`config.mk`:
```
export PLATFORM = sky130hd
export DESIGN_NAME = keypad_encoder
export DESIGN_NICKNAME = d
export VERILOG_FILES = /design/src/rtl/keypad_encoder.sv
export SDC_FILE = /design/constraint.sdc
export NUM_CORES = 1
export LEC_CHECK = 0
export CORE_ASPECT_RATIO = 0.8
export CORE_MARGIN = 4
export CORE_UTILIZATION = 25
export CTS_CLUSTER_DIAMETER = 80
export DETAILED_ROUTE_END_ITERATION = 12
export PLACE_DENSITY = 0.42
export SLEW_MARGIN = 20
export SYNTH_ARGS = -nofsm -noshare
export SYNTH_HDL_FRONTEND = slang
export SYNTH_SLANG_ARGS = --single-unit
```
`constraint.sdc`:
```
create_clock -name clk -period 3.24 [get_ports clk]
set_input_delay 0.81 -clock clk [delete_from_list [all_inputs] [get_ports clk]]
set_output_delay 0.81 -clock clk [all_outputs]
set_load 0.005 [all_outputs]
```
`src/rtl/keypad_encoder.sv`:
```
// Keypad encoder: sync, debounce and queue digit presses 1..4 as 2-bit codes.
// Ports: clk, reset (async, active-high), key_raw[3:0] in; key_held[3:0] out;
//        key_code[1:0], key_valid out; key_ready in; dropped out.
module keypad_encoder #(
  parameter int DEBOUNCE_CYCLES = 20,
  parameter int FIFO_DEPTH      = 4
) (
  input  logic       clk,
  input  logic       reset,
  input  logic [3:0] key_raw,
  output logic [3:0] key_held,
  output logic [1:0] key_code,
  output logic       key_valid,
  input  logic       key_ready,
  output logic       dropped
);

  localparam int CW = $clog2(DEBOUNCE_CYCLES + 1);
  localparam int AW = $clog2(FIFO_DEPTH);
  localparam logic [CW-1:0] CMAX = CW'(DEBOUNCE_CYCLES);
  localparam logic [AW:0] FULL = (AW+1)'(FIFO_DEPTH);

  logic [3:0] s1;
  logic [3:0] s2;
  logic [3:0] stable;
  logic [3:0] flip;
  logic [3:0] evt;

  always_ff @(posedge clk or posedge reset) begin
    if (reset) begin
      s1 <= '0;
      s2 <= '0;
    end else begin
      s1 <= key_raw;
      s2 <= s1;
    end
  end

  for (genvar i = 0; i < 4; i++) begin : g_db
    logic          st;
    logic [CW-1:0] c;

    // The counter must hold DEBOUNCE_CYCLES before the level is allowed to flip.
    assign flip[i]   = (s2[i] != st) && (c == CMAX);
    assign stable[i] = st;

    always_ff @(posedge clk or posedge reset) begin
      if (reset) begin
        c  <= '0;
        st <= 1'b0;
      end else if (s2[i] == st) begin
        c <= '0;
      end else if (flip[i]) begin
        c  <= '0;
        st <= ~st;
      end else begin
        c <= c + CW'(1);
      end
    end
  end

  assign key_held = stable;

  // A press is recorded on the same edge the stable level rises.
  always_ff @(posedge clk or posedge reset) begin
    if (reset) evt <= '0;
    else       evt <= flip & ~stable;
  end

  logic       push;
  logic       multi;
  logic [1:0] sel;

  always_comb begin
    push  = |evt;
    multi = |(evt & (evt - 4'd1));
    sel   = 2'd0;
    priority case (1'b1)
      evt[0]:  sel = 2'd0;
      evt[1]:  sel = 2'd1;
      evt[2]:  sel = 2'd2;
      evt[3]:  sel = 2'd3;
      default: sel = 2'd0;
    endcase
  end

  logic [1:0]  mem [FIFO_DEPTH];
  logic [AW-1:0] wr_ptr;
  logic [AW-1:0] rd_ptr;
  logic [AW:0]   count;
  logic          full;
  logic          pop;
  logic          wr_en;

  assign full      = (count == FULL);
  assign key_valid = (count != '0);
  assign key_code  = mem[rd_ptr];
  assign pop       = key_valid & key_ready;
  // A pop on the same edge frees the slot a full queue needs.
  assign wr_en     = push & (~full | pop);

  always_ff @(posedge clk or posedge reset) begin
    if (reset) begin
      for (int k = 0; k < FIFO_DEPTH; k++) mem[k] <= '0;
      wr_ptr  <= '0;
      rd_ptr  <= '0;
      count   <= '0;
      dropped <= 1'b0;
    end else begin
      if (wr_en) begin
        mem[wr_ptr] <= sel;
        wr_ptr      <= wr_ptr + AW'(1);
      end
      if (pop) rd_ptr <= rd_ptr + AW'(1);
      unique case ({wr_en, pop})
        2'b10:   count <= count + (AW+1)'(1);
        2'b01:   count <= count - (AW+1)'(1);
        default: count <= count;
      endcase
      dropped <= multi | (push & ~wr_en);
    end
  end

endmodule

```
======== Yosys cells after proc, flatten, opt, wreduce, memory -nomap -nowiden ========
Cells that the tools add are included.
word-level totals
  input port bits ......................... 7
  register bits after elaboration ......... 52
cells by class
  equal/unequal tests ..................... 15
  multiplexer cells ....................... 19
  $add $sub $neg .......................... 9
  bitwise gates (word level) .............. 20
  reduce and logical (&&, ||, !) cells .... 13
  order comparisons ....................... 3
operators with widths
  operator             count
  $mux 5               8
  $add 5x1->5 const B  4
  $eq 5x5->1 const B   4
  $mux 2               7
  $not 1->1            10
  $and 4x4->4          2
  $bwmux 8             1
  $reduce_and 2->1     4
  $reduce_or 4->1      2
  $ge 3x3->1 const B   2
  $not 2->3            2
  $pmux 3 s2           1
  $logic_and 1x1->1    5
  $add 2x1->2 const B  2
  $bmux 2 s2           1
  $demux 2 s2          1
  $eq 1x1->1           4
  $ne 1x1->1           4
  $not 4->4            1
  $sub 4x1->4 const B  1
  $add 3x1->3 const B  1
  $and 1x1->1          3
  $eq 3x3->1 const B   1
  $lt 3x1->1 const B   1
  other kinds (6)      7

======== Depth between registers and ports, before layout ========
Gate-level depths: netlist (run 1).
  word-level depth ........................ 7
  gate-level depth with buffers ........... 10

======== Worst setup path after synthesis (run 1) ========
Ideal clock, no wire load.
  kind .................................... input-to-reg
  start point ............................. input port key_ready
  end point ............................... register count[2]
  setup time .............................. 79 ps
  slack ................................... 582 ps
  arrival ................................. 2578 ps
  cell stages on the path ................. 10
  cells stage by stage .................... or4b_4 > buf_6 > and2_4 > inv_1 > ha_1 > inv_1 > fa_1 > xor2_1 > nor2_1 > xor2_1
on the way
  cells in the longest elaborated chain, start to end .. 5
  elaborated cells on any way between the ends .. 7
  classes of those cells .................. eq/ne (2); mux (1); bitwise (3); reduce/logical (1)
ends and longest elaborated chain
  item                                                    line  RTL
  start, declared                                         14    input logic key_ready,
  $and 1x1->1 *                                           98    assign pop = key_valid & key_ready;
  $or 1x1->1                                              100   assign wr_en = push & (~full | pop);
  $and 1x1->1                                             100
  $eq 2x1->1 / $eq 2x2->1 (equally long branches)         115   unique case ({wr_en, pop})
  $pmux 3 s2 / $reduce_bool 2->1 (equally long branches)  --
  end signal, assigned                                    116   2'b10: count <= count + (AW+1)'(1);
  end signal, assigned                                    117   2'b01: count <= count - (AW+1)'(1);
  end signal, assigned                                    118   default: count <= count;
  end, declared                                           90    logic [AW:0] count;
Mark *: on every way between the ends. The rest lies on a longest branch, timed or not.
A chain may end at the register's enable or synchronous reset.

======== Worst setup path in the final report (run 1) ========
Ends and elaborated chain as after synthesis.

==> flow_summary.yaml, run 1 <==
outcome:
  status: "finished clean"
power_and_ir_drop:
  leakage_nw: 1.259
  peakVddDrop_mv: 0.2073
  p_sw_mw: 0.4079
  power_frac_clock_pct: 36.0
  seqPwrFrac_pct: 50.8
  power_frac_comb_pct: 13.2
  power.density_mw_per_mm2: 544.0
  switching_share_pct: 27.05
  power.total_mw: 1.508
  p_int_mw: 1.100
timing:
  skew_ns: 0.005176
  setup_tns_ns: 0
  setup_ws_ns: 0.4747
  fin_crit_sh_pct: 85.35
  max_slew_margin_pct: 54.16
  final_max_slew_viol_count: 0
  setup_violations: 0
  period_minus_slack_ns: 2.765
  rsz0062_at_grt: "false"
  hold_viol_final: 0
  max_freq_mhz: 361.6
  worst_slew_pin_slew_ns: 0.6780
  fin_hold_ws_ns: 0.3491
finish:
  postLayoutCellArea_sq_mm: 0.002771
  drive_above_1_share_pct: 13.27
  utilization_pct: 30.28
  n_antenna_cell: 0
  final_cells: 326
  fin_nets: 231
  areaGrowthSynthToFinish_pct: 17.26
min_path:
  worstHoldPathCells: 0
  hold_path_class: "reg -> reg"
grt:
  use_met1_pct: 11.45
  grt_overflow_total: 0
  grt_start_max_net_pins: 53
  grt_pass1_wl_um: 6548
  grt_pass1_vias: 1337
  use_met3_pct: 2.627
  grt_usage_pct: 7.535
  grtUsageMet2_pct: 10.13
  antenna_found_initial: 0
  grt_busiest_layer: "met1"
setup_path:
  slowest_stage: "or4b_4"
  cp_max_fo: 3
  arrival_ns: 2.98
  path_delay_family: "simple AND/OR/NAND/NOR gates"
  slowest_delay_ns: 0.49
  end_kind: "register"
  path_depth: 10
  worstPathCellList: "clkdlybuf4s50_1 -> or4b_4 -> and2_4 -> inv_1 -> ha_1 -> inv_1 -> fa_1 -> xor2_1 -> nor2_1 -> xor2_1"
  path_buf_inv: 3
  cp.required_ns: 3.45
  worst_setup_path_start_kind: "primary input"
  worstRegToRegCells: 9
  timing_worst_setup_path_type: "in -> reg"
place:
  place_ws_ns: 0.1555
  dp_cells: 318
  io_buffers: 14
  gp_congestion: 0.7114
  placed_cell_area_sq_mm: 0.002619
  hpwl_um: 2657
drt:
  drc: 0
  via_per_inst: 4.117
  drtPass1Iterations: 4
  wl_per_cell_um: 11.64
  wl_um: 3795
  dr_total_vias: 1342
  first_iter_violations: 54
  final_antenna_net_count: 0
clock_tree:
  post_cts_buffers: 0
  cts.repair.resized: 0
  cts-htree-levels: 2
  cts_tree: "done"
  cts_buffers: 5
  clockRootBuffer: "clkbuf_16"
  clock_path_buffers: 2
  insertion_delay_ns: 0.29
  cts_sinks: 52
  hold_buffers: 0
  cts.clk_slew.worst_paths_ns: 0.07
die:
  rows: 31
  die_h_um: 94.97
  coreArea_sq_mm: 0.009154
  dieWidth_um: 116.7
  initial_utilization_pct: 25.82
  boundaryPins: 15
  die-area_sq_mm: 0.01108
yosys:
  yosys_warnings: 0
  syn_area_per_cell_sq_um: 12.18
  yosysTopAreaCellShare_pct: 55.06
  yosys.area.top_type: "dfrtp_1"
  synth_fp_nets: 215
  yosysUniqueCellTypes: 36
  ys_seq_area_share_pct: 55.06
  ys_ff_latch: 52
  synthTopCellsByArea: "dfrtp_1, ha_1, xor2_1"
  syn-cell-area_sq_mm: 0.002364
  netlist_instances: 194
job:
  cap_viol_max_count: 0
## cell usage after synthesis
cell       count
o31a_2         1
mux4_2         2
buf_4          4
a211oi_1       1
mux2_2         4
or4_1          1
clkbuf_1       1
nand2_1        6
and3_1         1
buf_6          2
a21oi_1        5
nand3_1        9
xnor2_1        6
dfrtp_1       52
fa_1           1
nand2b_1       1
o21ai_0        1
or4b_4         1
xnor2_2        1
nand3_2        4
or2_2          1
a2111oi_0      1
xor2_1        15
and2_4         1
a31oi_1        4
and2_1         3
nand4b_1       4
or3_2          1
o21ai_2        1
nor3b_1        4
mux2_1         4
ha_1          13
nor4b_1        1
inv_1         16
nor3_1         2
nor2_1        19
## cells by family after synthesis
kind of cell	share of synthesized area [%]
and+or+nand+nor	14.29
AOI/OAI and AO/OA	3.811
muxes	5.717
adders and majority gates	7.729
DFF	55.06
buffers and inverters	4.923
xor gates and xnor gates	8.470
## power groups by stage
stage               combinational [mW]  sequential (mW)  clock (mW)
floorplan                        0.158            0.759           0
global placement                 0.201            0.778           0
detailed placement               0.205            0.777           0
CTS                              0.205            0.765       0.567
global route                     0.234            0.776       0.592
finish                           0.199            0.765       0.543
## layout by cell type, fill, tap and decap left out, drive strengths merged, types with 2 or more instances in the layout
cell type | synthesis | routed
o21ai | 2 | 2
xnor2 | 7 | 7
clkbuf | 1 | 5
ha | 13 | 13
buf | 6 | 2
a31oi | 4 | 4
nand3 | 13 | 13
a21oi | 5 | 5
nor3b | 4 | 4
inv | 16 | 17
nor3 | 2 | 2
nor2 | 19 | 19
nand4b | 4 | 4
mux4 | 2 | 2
xor2 | 15 | 15
clkdlybuf4s50 | 0 | 14
and2 | 4 | 4
mux2 | 8 | 8
dfrtp | 52 | 52
nand2 | 6 | 6
## final timing paths
path | startpoint | end | slack (ns)
min | s1[0] | s2[0] | 0.35
max | key_ready | count[2] | 0.47
min in group asynchronous | reset | s1[0] | 0.88
max reg2reg | evt[0] | count[2] | 0.73
max in group asynchronous | reset | mem[5] | 2.12
min reg2reg | s1[0] | s2[0] | 0.35
## layer usage
| layer | up-vias | part of all wire [%] |
|---|---|---|
| met5 | - | 0 |
| met4 | 0 | 0.66 |
| met3 | 2 | 4.2 |
| met2 | 19 | 41 |
| met1 | 643 | 54 |
| li1 | 678 | - |
## sequential cells by signal (all words and copies together), names as in the netlist
name	flops
s1	4
g_db.st	4
dropped	1
count	3
wr_ptr	2
rd_ptr	2
g_db.c	20
evt	4
mem	8
s2	4
## area by class of cell
class / instances / area [sq um]
repair buffers: 16 / 167.7
multi-input cells: 119 / 945.9
clock inverters: 3 / 27.53
well taps: 115 / 143.9
clock buffers: 5 / 125.1
inverters: 16 / 60.06
fillers: 945 / 6382
flip-flops and latches: 52 / 1301
## worst reg2reg max path, delay by kind of cell, from the launching register on
family | cells | cell delay (ns)
flops | 1 | 0.42
xor+xnor | 2 | 0.30
simple gates | 3 | 1.08
fa+ha+maj | 2 | 0.54
buf+inv | 2 | 0.11
Power figures use the tool's default switching activity.
==> run 2: changes to the inputs <==
--- a/config.mk
+++ b/config.mk
@@ -5,12 +5,14 @@
 export SDC_FILE = /design/constraint.sdc
 export NUM_CORES = 1
 export LEC_CHECK = 0
-export CORE_ASPECT_RATIO = 0.8
+export CORE_ASPECT_RATIO = 1.5
 export CORE_MARGIN = 4
 export CORE_UTILIZATION = 25
 export CTS_CLUSTER_DIAMETER = 80
 export DETAILED_ROUTE_END_ITERATION = 12
+export GPL_TIMING_DRIVEN = 0
 export PLACE_DENSITY = 0.42
+export RECOVER_POWER = 100
 export SLEW_MARGIN = 20
 export SYNTH_ARGS = -nofsm -noshare
 export SYNTH_HDL_FRONTEND = slang
==> flow_summary.yaml, run 2 (synthesis results as in run 1) <==
outcome:
  status: "finished with violations"
  violations: "capacitance limit, slew limit"
die:
  dieWidth_um: 87.39
  boundaryPins: 15
  rows: 43
  initial_utilization_pct: 25.54
  die-area_sq_mm: 0.01111
  die_h_um: 127.1
  coreArea_sq_mm: 0.009254
clock_tree:
  cts-htree-levels: 2
  clock_path_buffers: 2
  insertion_delay_ns: 0.28
  cts_tree: "done"
  cts_sinks: 52
  clockRootBuffer: "clkbuf_16"
  cts_buffers: 5
  post_cts_buffers: 0
  cts.clk_slew.worst_paths_ns: 0.06
  cts.repair.resized: 0
  hold_buffers: 0
grt:
  grt_start_max_net_pins: 53
  grt_pass1_vias: 1421
  antenna_found_initial: 0
  grt_pass1_wl_um: 6693
  grt_usage_pct: 7.690
  grt_overflow_total: 0
finish:
  regArea_sq_mm: 0.001301
  n_antenna_cell: 0
  final_cells: 328
  layout_common_cells: "dfrtp_1, nor2_1, inv_1"
  largest_reg_flops: 20
  multi_input_area_sq_um: 930.9
  top_regs: "g_db.c x20, mem x8"
  drive_above_1_share_pct: 12.04
  layout_commonest_cell: "dfrtp_1"
  areaGrowthSynthToFinish_pct: 17.42
  fin_nets: 236
  top_register: "g_db.c"
  n_fill_cell: 968
timing:
  final_max_slew_viol_count: 53
  rsz0062_at_grt: "false"
  setup_ws_ns: 0.2928
  max_freq_mhz: 339.3
  skew_ns: 0.005388
  period_minus_slack_ns: 2.947
  hold_viol_final: 0
  worst_slew_pin_slew_ns: 1.979
  setup_violations: 0
  fin_crit_sh_pct: 90.96
  max_slew_margin_pct: -32.06
place:
  io_buffers: 14
  hpwl_um: 2712
  place_ws_ns: -0.02173
  gp_congestion: 0.7135
  dp_cells: 320
power_and_ir_drop:
  power.total_mw: 1.482
  peakVddDrop_mv: 0.2077
  leakage_nw: 1.298
  power.density_mw_per_mm2: 533.9
drt:
  drtPass1Iterations: 4
  wl_um: 3824
  first_iter_violations: 39
  wl_per_cell_um: 11.66
  final_antenna_net_count: 0
  drc: 0
  dr_total_vias: 1380
  via_per_inst: 4.207
setup_path:
  timing_worst_setup_path_type: "in -> reg"
  end_kind: "register"
  worst_setup_path_start_kind: "primary input"
  arrival_ns: 3.15
  cp_max_fo: 10
  cp.required_ns: 3.44
job:
  cap_viol_max_count: 1
min_path:
  hold_path_class: "reg -> reg"
## run 2: path summary, 6_finish.rpt
path,startpoint,endpoint,slack (ns),depth (start not counted)
max,key_ready,count[2],0.29,11
min,s1[1],s2[1],0.35,0
max reg2reg,count[1],count[2],0.79,10
min reg2reg,s1[1],s2[1],0.35,0
max in group asynchronous,reset,rd_ptr[1],0.62,2
min in group asynchronous,reset,g_db[1].st,1.48,2
## run 2: metrics by stage
stage                     area, sq um  util [%]  hold slack (ns)   TNS [ns]
after floorplan                  2364         -           0.3312          0
after global placement           2644     28.57           0.3346  -0.005570
after detailed placement         2646     28.60           0.3379   -0.02173
after CTS                        2793     30.18           0.3530          0
after global routing             2775     29.99           0.3699          0
final                            2775     29.99           0.3496          0
## run 2: where the power goes
group          switching, mW  total [mW]  leakage, nW  internal [mW]
clock                  0.212       0.520       0.0712          0.308
combinational         0.0901       0.192        0.550          0.102
sequential            0.0684       0.769        0.677          0.700
total                  0.371        1.48         1.30           1.11
## run 2: routing by layer
metal / global-route usage (%) / vias up / wire length [um]
met5: 0 / - / 0
met4: 2.710 / 0 / 57
met3: 2.000 / 5 / 104
met2: 12.48 / 14 / 1925
met1: 9.807 / 670 / 1737
li1: - / 691 / -
## run 2: worst max-delay path, cell delays in order
cell,delay (ns)
clkdlybuf4s50_1,0.46
or4b_4,0.50
buf_6,0.16
and2_4,0.16
inv_1,0.06
ha_1,0.17
inv_1,0.06
fa_1,0.37
xor2_1,0.15
nor2_1,0.11
xor2_1,0.15
## run 2: cell type report
| type | instances | share of cell area (%) |
|---|---|---|
| Sequential cell | 52 | 46.89 |
| Timing Repair Buffer | 14 | 5.050 |
| Multi-Input combinational cell | 119 | 33.54 |
| Buffer | 7 | 2.029 |
| Tap cell | 112 | 5.050 |
| Clock buffer | 8 | 5.275 |
| Inverter | 16 | 2.164 |
